<file path="config.mk">
export PLATFORM = sky130hd
export DESIGN_NAME = mips32_mem_arbiter_flat
export DESIGN_NICKNAME = d
export VERILOG_FILES = /design/src/rtl/mips32_mem_arbiter_if.sv /design/src/rtl/mips32_mem_arbiter.sv /design/src/flat_wrapper.sv
export SDC_FILE = /design/constraint.sdc
export NUM_CORES = 1
export LEC_CHECK = 0
export CORE_MARGIN = 2
export CORE_UTILIZATION = 26
export DETAILED_ROUTE_END_ITERATION = 12
export GPL_TIMING_DRIVEN = 1
export PLACE_DENSITY = 0.85
export RECOVER_POWER = 50
export SLEW_MARGIN = 20
export SYNTH_ARGS = -nofsm -noshare
export SYNTH_HDL_FRONTEND = slang
export SYNTH_SLANG_ARGS = --single-unit
</file>
<file path="constraint.sdc">
create_clock -name clk1 -period 1.7 [get_ports clk1]
set_input_delay 0.34 -clock clk1 [delete_from_list [all_inputs] [get_ports clk1]]
set_output_delay 0.34 -clock clk1 [all_outputs]
set_load 0.01 [all_outputs]
</file>
<file path="src/rtl/mips32_mem_arbiter_if.sv">
// Bus bundle between the IF/MEM requesters, the unified memory and the arbiter.
// The arbiter uses the slave view; requesters and memory use the master view.
interface mips32_mem_arbiter_if #(
  parameter int ADDR_W = 10,
  parameter int DATA_W = 32
);
  logic              i_req;
  logic [ADDR_W-1:0] i_addr;
  logic              i_ack;
  logic [DATA_W-1:0] i_rdata;
  logic              d_req;
  logic              d_we;
  logic [ADDR_W-1:0] d_addr;
  logic [DATA_W-1:0] d_wdata;
  logic              d_ack;
  logic [DATA_W-1:0] d_rdata;
  logic              mem_en;
  logic              mem_we;
  logic [ADDR_W-1:0] mem_addr;
  logic [DATA_W-1:0] mem_wdata;
  logic [DATA_W-1:0] mem_rdata;

  modport master (
    output i_req, i_addr, d_req, d_we, d_addr, d_wdata, mem_rdata,
    input  i_ack, i_rdata, d_ack, d_rdata, mem_en, mem_we, mem_addr, mem_wdata
  );

  modport slave (
    input  i_req, i_addr, d_req, d_we, d_addr, d_wdata, mem_rdata,
    output i_ack, i_rdata, d_ack, d_rdata, mem_en, mem_we, mem_addr, mem_wdata
  );
endinterface

</file>
<file path="src/rtl/mips32_mem_arbiter.sv">
// Single-port unified memory arbiter: data port has priority, instruction fetch
// is protected by a starvation guard, and fetch stall cycles are counted.
module mips32_mem_arbiter #(
  parameter int ADDR_W     = 10,
  parameter int DATA_W     = 32,
  parameter int STARVE_MAX = 4,
  parameter int STALL_W    = 16
) (
  input  logic               clk1,
  input  logic               rst,
  mips32_mem_arbiter_if.slave bus,
  output logic [STALL_W-1:0] i_stall_cnt
);

  localparam int SC_W = (STARVE_MAX < 1) ? 1 : $clog2(STARVE_MAX + 1);
  localparam logic [SC_W-1:0] STARVE_LIM = SC_W'(STARVE_MAX);

  typedef enum logic [1:0] {
    OWN_NONE = 2'b00,
    OWN_INST = 2'b01,
    OWN_DATA = 2'b10
  } owner_e;

  owner_e             owner_r, owner_s;
  logic               store_r, store_s;
  logic [SC_W-1:0]    starve_r, starve_s;
  logic [STALL_W-1:0] stall_r, stall_s;

  logic i_ack_s, d_ack_s, i_elig_s, d_elig_s, grant_i_s, grant_d_s;

  // Ack decode from owner, eligibility and the single-grant decision
  always_comb begin
    i_ack_s   = (owner_r == OWN_INST);
    d_ack_s   = (owner_r == OWN_DATA);
    i_elig_s  = bus.i_req & ~i_ack_s & ~rst;
    d_elig_s  = bus.d_req & ~d_ack_s & ~rst;
    // Data wins a tie unless IF has already waited out STARVE_MAX data grants
    grant_d_s = d_elig_s & ~(i_elig_s & (starve_r == STARVE_LIM));
    grant_i_s = i_elig_s & ~grant_d_s;
  end

  // Next owner, starvation counter and saturating stall counter
  always_comb begin
    owner_s  = OWN_NONE;
    store_s  = 1'b0;
    starve_s = starve_r;
    stall_s  = stall_r;
    if (grant_d_s) begin
      owner_s = OWN_DATA;
      store_s = bus.d_we;
    end else if (grant_i_s) begin
      owner_s = OWN_INST;
    end else begin
      owner_s = OWN_NONE;
    end

    if (!bus.i_req || grant_i_s) begin
      starve_s = {SC_W{1'b0}};
    end else if (grant_d_s && i_elig_s && (starve_r != STARVE_LIM)) begin
      starve_s = starve_r + {{(SC_W-1){1'b0}}, 1'b1};
    end else begin
      starve_s = starve_r;
    end

    if (i_elig_s && grant_d_s && (stall_r != {STALL_W{1'b1}})) begin
      stall_s = stall_r + {{(STALL_W-1){1'b0}}, 1'b1};
    end else begin
      stall_s = stall_r;
    end
  end

  // State registers; reset drops any in-flight access without an ack
  always_ff @(posedge clk1 or posedge rst) begin
    if (rst) begin
      owner_r  <= OWN_NONE;
      store_r  <= 1'b0;
      starve_r <= {SC_W{1'b0}};
      stall_r  <= {STALL_W{1'b0}};
    end else begin
      owner_r  <= owner_s;
      store_r  <= store_s;
      starve_r <= starve_s;
      stall_r  <= stall_s;
    end
  end

  // Response and memory-side outputs
  always_comb begin
    bus.i_ack     = i_ack_s;
    bus.d_ack     = d_ack_s;
    bus.i_rdata   = {DATA_W{1'b0}};
    bus.d_rdata   = {DATA_W{1'b0}};
    bus.mem_en    = grant_d_s | grant_i_s;
    bus.mem_we    = grant_d_s & bus.d_we;
    bus.mem_addr  = {ADDR_W{1'b0}};
    bus.mem_wdata = {DATA_W{1'b0}};
    if (i_ack_s) begin
      bus.i_rdata = bus.mem_rdata;
    end else begin
      bus.i_rdata = {DATA_W{1'b0}};
    end
    // Stores complete with a zero data word
    if (d_ack_s && !store_r) begin
      bus.d_rdata = bus.mem_rdata;
    end else begin
      bus.d_rdata = {DATA_W{1'b0}};
    end
    if (grant_d_s) begin
      bus.mem_addr  = bus.d_addr;
      bus.mem_wdata = bus.d_wdata;
    end else if (grant_i_s) begin
      bus.mem_addr  = bus.i_addr;
    end else begin
      bus.mem_addr  = {ADDR_W{1'b0}};
    end
  end

  assign i_stall_cnt = stall_r;

endmodule

</file>
<file path="src/flat_wrapper.sv">
// flat-port wrapper written by rule: the top's interface ports become plain ports
module mips32_mem_arbiter_flat 
#(
  parameter int ADDR_W     = 10,
  parameter int DATA_W     = 32,
  parameter int STARVE_MAX = 4,
  parameter int STALL_W    = 16
)
  (clk1, rst, i_stall_cnt, bus_i_req, bus_i_addr, bus_d_req, bus_d_we, bus_d_addr, bus_d_wdata, bus_mem_rdata, bus_i_ack, bus_i_rdata, bus_d_ack, bus_d_rdata, bus_mem_en, bus_mem_we, bus_mem_addr, bus_mem_wdata);
  mips32_mem_arbiter_if #(.ADDR_W(ADDR_W), .DATA_W(DATA_W)) bus_i ();
  input  logic clk1;
  input  logic rst;
  output logic [STALL_W-1:0] i_stall_cnt;
  input wire logic [$bits(bus_i.i_req)-1:0] bus_i_req;
  input wire logic [$bits(bus_i.i_addr)-1:0] bus_i_addr;
  input wire logic [$bits(bus_i.d_req)-1:0] bus_d_req;
  input wire logic [$bits(bus_i.d_we)-1:0] bus_d_we;
  input wire logic [$bits(bus_i.d_addr)-1:0] bus_d_addr;
  input wire logic [$bits(bus_i.d_wdata)-1:0] bus_d_wdata;
  input wire logic [$bits(bus_i.mem_rdata)-1:0] bus_mem_rdata;
  output wire logic [$bits(bus_i.i_ack)-1:0] bus_i_ack;
  output wire logic [$bits(bus_i.i_rdata)-1:0] bus_i_rdata;
  output wire logic [$bits(bus_i.d_ack)-1:0] bus_d_ack;
  output wire logic [$bits(bus_i.d_rdata)-1:0] bus_d_rdata;
  output wire logic [$bits(bus_i.mem_en)-1:0] bus_mem_en;
  output wire logic [$bits(bus_i.mem_we)-1:0] bus_mem_we;
  output wire logic [$bits(bus_i.mem_addr)-1:0] bus_mem_addr;
  output wire logic [$bits(bus_i.mem_wdata)-1:0] bus_mem_wdata;
  assign bus_i.i_req = bus_i_req;
  assign bus_i.i_addr = bus_i_addr;
  assign bus_i.d_req = bus_d_req;
  assign bus_i.d_we = bus_d_we;
  assign bus_i.d_addr = bus_d_addr;
  assign bus_i.d_wdata = bus_d_wdata;
  assign bus_i.mem_rdata = bus_mem_rdata;
  assign bus_i_ack = bus_i.i_ack;
  assign bus_i_rdata = bus_i.i_rdata;
  assign bus_d_ack = bus_i.d_ack;
  assign bus_d_rdata = bus_i.d_rdata;
  assign bus_mem_en = bus_i.mem_en;
  assign bus_mem_we = bus_i.mem_we;
  assign bus_mem_addr = bus_i.mem_addr;
  assign bus_mem_wdata = bus_i.mem_wdata;
  mips32_mem_arbiter #(.ADDR_W(ADDR_W), .DATA_W(DATA_W), .STARVE_MAX(STARVE_MAX), .STALL_W(STALL_W)) u_core (.clk1(clk1), .rst(rst), .bus(bus_i), .i_stall_cnt(i_stall_cnt));
endmodule
</file>
Yosys cells after proc, flatten, opt, wreduce, memory -nomap -nowiden
Cells that the tools add are included.
- bits in registers: 22
- latch bits: 0
- memory bits (writable): 0
- memory bits (read-only): 0
- input port bits: 89
- output and inout port bits: 126
- word-level logic and storage cells: 43
- memories kept: 0
- add/subtract/negate cells: 2
- multiply operators: 0
- div/mod/pow operators: 0
- $lt $le $gt $ge: 0
- equal/unequal tests: 5
- shifts and indexed selects: 0
- multiplexer cells: 10
- bitwise logic cells: 14
- reductions and logical operators: 8
- operators by type and width (operator ; count):
    $mux 32 ; 3
    $mux 10 ; 2
    $add 16x1->16 const B ; 1
    $ne 16x16->1 const B ; 1
    $and 1x1->1 ; 8
    $mux 3 ; 2
    $not 1->1 ; 5
    $logic_and 1x1->1 ; 4
    $add 3x1->3 const B ; 1
    $eq 3x3->1 const B ; 1
    $ne 3x3->1 const B ; 1
    $eq 2x1->1 const B ; 1
    $eq 2x2->1 const B ; 1
    $logic_not 1->1 ; 2
    $mux 1 ; 2
    $mux 2 ; 1
    $reduce_bool 2->1 ; 1
    $logic_or 1x1->1 ; 1
    $or 1x1->1 ; 1

Longest topological paths before layout
- depth after elaboration: 11
- depth in mapped cells: 8
- depth with buffers taken out: 6

Worst setup path before layout
OpenSTA, ideal clock, no wires.
- kind: reg-to-output
- start: register u_core.owner_r[0]
- end: output port bus_mem_addr[1]
- data arrival time: 1.516 ns
- data required time: 1.360 ns
- setup slack: -0.156 ns
- stages on the path, launching flop included: 7
- path buffers: 3
- cells stage by stage: dfrtp_1 > nor2b_1 > buf_2 > o311a_1 > buf_2 > buf_6 > o21ai_1
- longest elaborated chain between the ends: 11
- elaborated cells between the ends (all ways): 15
- classes of those cells: eq/ne (2); mux (2); bitwise (11)
- ends and longest elaborated chain (item ; RTL line ; source):
    start: declaration ; mips32_mem_arbiter.sv:24 ; owner_e owner_r, owner_s;
    start signal: assignment ; mips32_mem_arbiter.sv:80 ; owner_r <= owner_s;
    $eq 2x1->1 ; mips32_mem_arbiter.sv:33 ; i_ack_s = (owner_r == OWN_INST);
    $not 1->1 ; mips32_mem_arbiter.sv:35 ; i_elig_s = bus.i_req & ~i_ack_s & ~rst;
    $and 1x1->1 (2 in a row) ; mips32_mem_arbiter.sv:35 ;
    $and 1x1->1 ; mips32_mem_arbiter.sv:38 ; grant_d_s = d_elig_s & ~(i_elig_s & (starve_r == STARVE_LIM));
    $not 1->1 ; mips32_mem_arbiter.sv:38 ;
    $and 1x1->1 ; mips32_mem_arbiter.sv:38 ;
    $not 1->1 ; mips32_mem_arbiter.sv:39 ; grant_i_s = i_elig_s & ~grant_d_s;
    $and 1x1->1 ; mips32_mem_arbiter.sv:39 ;
    $mux 10 ; mips32_mem_arbiter.sv:111 ; end else if (grant_i_s) begin
    $mux 10 * ; mips32_mem_arbiter.sv:108 ; if (grant_d_s) begin
    end: declaration ; flat_wrapper.sv:27 ; output wire logic [$bits(bus_i.mem_addr)-1:0] bus_mem_addr;
Every way passes the cells marked *; elsewhere a longest branch is shown, timed or not.

Worst setup path in the final report
- start: register u_core.starve_r[1]
- end: output port bus_mem_addr[3]
- longest elaborated chain between the ends: 8
- ends and longest elaborated chain (item ; RTL line ; source):
    start: declaration ; mips32_mem_arbiter.sv:26 ; logic [SC_W-1:0] starve_r, starve_s;
    start signal: assignment ; mips32_mem_arbiter.sv:77 ; starve_r <= {SC_W{1'b0}};
    start signal: assignment ; mips32_mem_arbiter.sv:82 ; starve_r <= starve_s;
    $eq 3x3->1 * ; mips32_mem_arbiter.sv:38 ;
    $and 1x1->1 * ; mips32_mem_arbiter.sv:38 ;
    $not 1->1 * ; mips32_mem_arbiter.sv:38 ;
    $and 1x1->1 * ; mips32_mem_arbiter.sv:38 ;
    $not 1->1 ; mips32_mem_arbiter.sv:39 ;
    $and 1x1->1 ; mips32_mem_arbiter.sv:39 ;
    $mux 10 ; mips32_mem_arbiter.sv:111 ;
    $mux 10 * ; mips32_mem_arbiter.sv:108 ;
Marks and branches as above.

==> results.py <==
metrics = {
    "outcome": {
        "status": "finished with violations",
        "failing_checks": "negative setup slack",
    },
    "synthesis": {
        "yosys_register_bits": 22,
        "synth-warning-count": 0,
        "synth_nets": 343,
        "postSynth.asyncResetShare_pct": 100,
        "synthFlopType": "dfrtp_1",
        "netlist_area_um2": 2000,
        "syn_area_per_cell_um2": 7.97,
        "synth.distinct_cells": 38,
        "synth-seq-area-share_pct": 27.5,
        "synth-edff-count": 0,
        "synth_cells": 251,
    },
    "clocking": {
        "buffers_from_clock_root_to_sink_at_most": 2,
        "clk_pin_slew_worst_paths_ns": 0.09,
        "clock_sinks": 22,
        "clk_latency_ns": 0.27,
        "tritoncts.num_buffers": 3,
        "ctsRootBufferMaster": "clkbuf_8",
        "hold_buffers": 0,
        "htreeDepth": 1,
        "tritoncts_clock_tree": "yes",
    },
    "floorplan": {
        "die_w_um": 91.7,
        "core_ar_um2": 7330,
        "die_height_um": 91.7,
        "floorplan_die_area_um2": 8410,
        "rows": 31,
        "initial_core_util_pct": 27.3,
        "pin_count": 215,
    },
    "hold_path": {
        "hold_class": "primary input to flop",
    },
    "global_route": {
        "grt.total_usage_pct": 23.5,
        "initial_antenna_violation_count": 0,
        "globalRoute.totalOverflow": 0,
        "grt_start_max_net_pins": 23,
        "grt_first_pass_wirelength_um": 15700,
        "grt_pass1_vias": 3090,
    },
    "drt": {
        "drc": 0,
        "drt.antenna.violating_nets": 0,
        "vias_per_cell": 4.63,
        "drtPass1Iterations": 5,
        "initialDrtViolationCount": 100,
        "finalWirelength_um": 11200,
        "drt-wirelength-per-cell_um": 17.6,
        "vias": 2960,
    },
    "timing": {
        "rsz0062_at_grt": "yes",
        "hold_viol_final": 0,
        "final.setup_skew_ns": 0.00342,
        "shortest_period_the_worst_path_allows_ns": 2.25,
        "timing.fmax_mhz": 445,
        "timing_max_transition_violations_final": 0,
        "report.final.setup_viol": 124,
        "finalWorstSetupSlack_ns": -0.546,
        "fin_crit_sh_pct": 132,
        "max_slew.worst_pin.slew_ns": 1.21,
        "slew_headroom_pct": 19.6,
        "timing.hold.ws_ns": 0.392,
    },
    "placed_design": {
        "place.detailed.hpwl_um": 7290,
        "dp_slack_ns": -1.09,
        "port_buffers": 214,
        "gp_routability_congestion": 0.850,
    },
    "pwr": {
        "irDropWorstVdd_mv": 0.305,
        "pwr_density_cell_nw_per_um2": 424,
        "leak_pwr_nw": 2.74,
    },
    "setup_path": {
        "worstSetupEndpointType": "output pin",
        "setup.worst_path.class": "flop to output pin",
        "required_arrival_time_at_the_worst_endpoint_ns": 1.36,
        "startpoint_type": "flop",
        "critical_path_peak_fanout": 6,
        "critical_path_arrival_ns": 1.91,
    },
    "final_layout": {
        "layout.cells.most_common_list": "buf_6 (126), clkdlybuf4s50_1 (101), and2_4 (86)",
        "diodes": 0,
        "filler_cell_count": 446,
        "num-nets-final": 634,
        "drive_gt1_share_pct": 61.9,
        "area_growth_pct": 183,
        "layout.cells.most_common": "buf_6",
    },
    "run": {
        "cap_viol_max_count": 0,
    },
}
-- path summary, 6_finish.rpt --
path	startpoint	to	slack [ns]	cells after the start
setup / recovery	u_core.starve_r[1]	bus_mem_addr[3]	-0.55	8
hold / removal	bus_i_req	u_core.starve_r[0]	0.39	3
setup reg to reg	u_core.starve_r[1]	u_core.i_stall_cnt[1]	-0.18	8
hold reg to reg	u_core.i_stall_cnt[15]	u_core.i_stall_cnt[15]	0.52	1
max in group asynchronous	rst	u_core.i_stall_cnt[9]	0.33	4
min in group asynchronous	rst	u_core.i_stall_cnt[0]	0.58	4
-- state kept, by name (all words and copies together) (netlist names) --
register / flops
u_core.i_stall_cnt: 16
u_core.starve_r: 3
u_core.owner_r: 2
u_core.store_r: 1
-- worst max-delay path, stage by stage, from the launching register on --
cell	delay (ns)
dfrtp_1	0.41
inv_1	0.08
ha_2	0.19
nand2_2	0.06
o311a_4	0.39
buf_6	0.17
buf_6	0.11
o21ai_4	0.11
buf_6	0.12
-- area by class of cell --
cell class | instances | area (um^2) | share of cell area (%)
inverters | 5 | 21.3 | 0.376
multi-input cells | 209 | 1820 | 32.1
repair buffers | 301 | 3080 | 54.5
well taps | 99 | 124 | 2.19
clock buffers | 4 | 55.1 | 0.974
flip-flops and latches | 22 | 554 | 9.81
-- where the power goes --
group          internal [mW]  total, mW  switching (mW)
Clock                  0.207      0.391           0.185
Combinational          0.854       1.37           0.514
Sequential             0.577      0.639          0.0623
-- logic make-up after synthesis --
kind of cell	Yosys count	share of synthesized area (%)
AND/OR/NAND/NOR	170	50.8
flip-flops	22	27.5
buffers and inverters	20	5.95
AO/OA/AOI/OAI	19	5.57
XOR/XNOR	15	6.95
adder cells (fa/ha/maj)	3	1.88
multiplexers	2	1.31
-- what timing repair did --
item / 4_1_cts / 5_1_grt
pin swaps: 17 / 27
resized for setup: 424 / 245
endpoints found under the setup margin: 126 / 131
gates cloned: 8 / 1
setup buffers: 25 / 29
-- stage by stage --
step           util, %  cells  setup TNS [ns]  power, mW  instance area, um^2
3_5_place_dp      63.9    585          -65.59       1.73                 4690
5_1_grt           77.1    640          -42.82       2.50                 5650
6_report          77.1    640          -36.64       2.40                 5650
4_1_cts           71.7    622          -49.25       2.27                 5260
2_1_floorplan        -    251           -1.83       1.05                 2230
3_3_place_gp      63.9    585          -62.55       1.69                 4690
-- cells in the mapped netlist, types with 4 or more instances --
library cell	instances	share of area, %
and2_1	98	31
buf_6	5	2.8
clkbuf_1	7	1.3
dfrtp_1	22	28
inv_1	5	0.94
nand2_1	26	4.9
nand3_1	5	1.3
nand4_1	7	2.2
nor2_1	5	0.94
nor3_1	6	1.5
nor4_1	6	1.9
o21ai_0	4	1.0
o21ai_1	10	2.5
xor2_1	13	5.7
-- layer usage --
metal | share of wire, % | vias up | global-route usage (%)
li1 | - | 1406 | -
met1 | 37 | 1394 | 25.7
met2 | 56 | 140 | 46.5
met3 | 5.7 | 20 | 4.03
met4 | 2.0 | 0 | 5.35
met5 | 0 | - | 0
(Power assumes the default switching activity.)
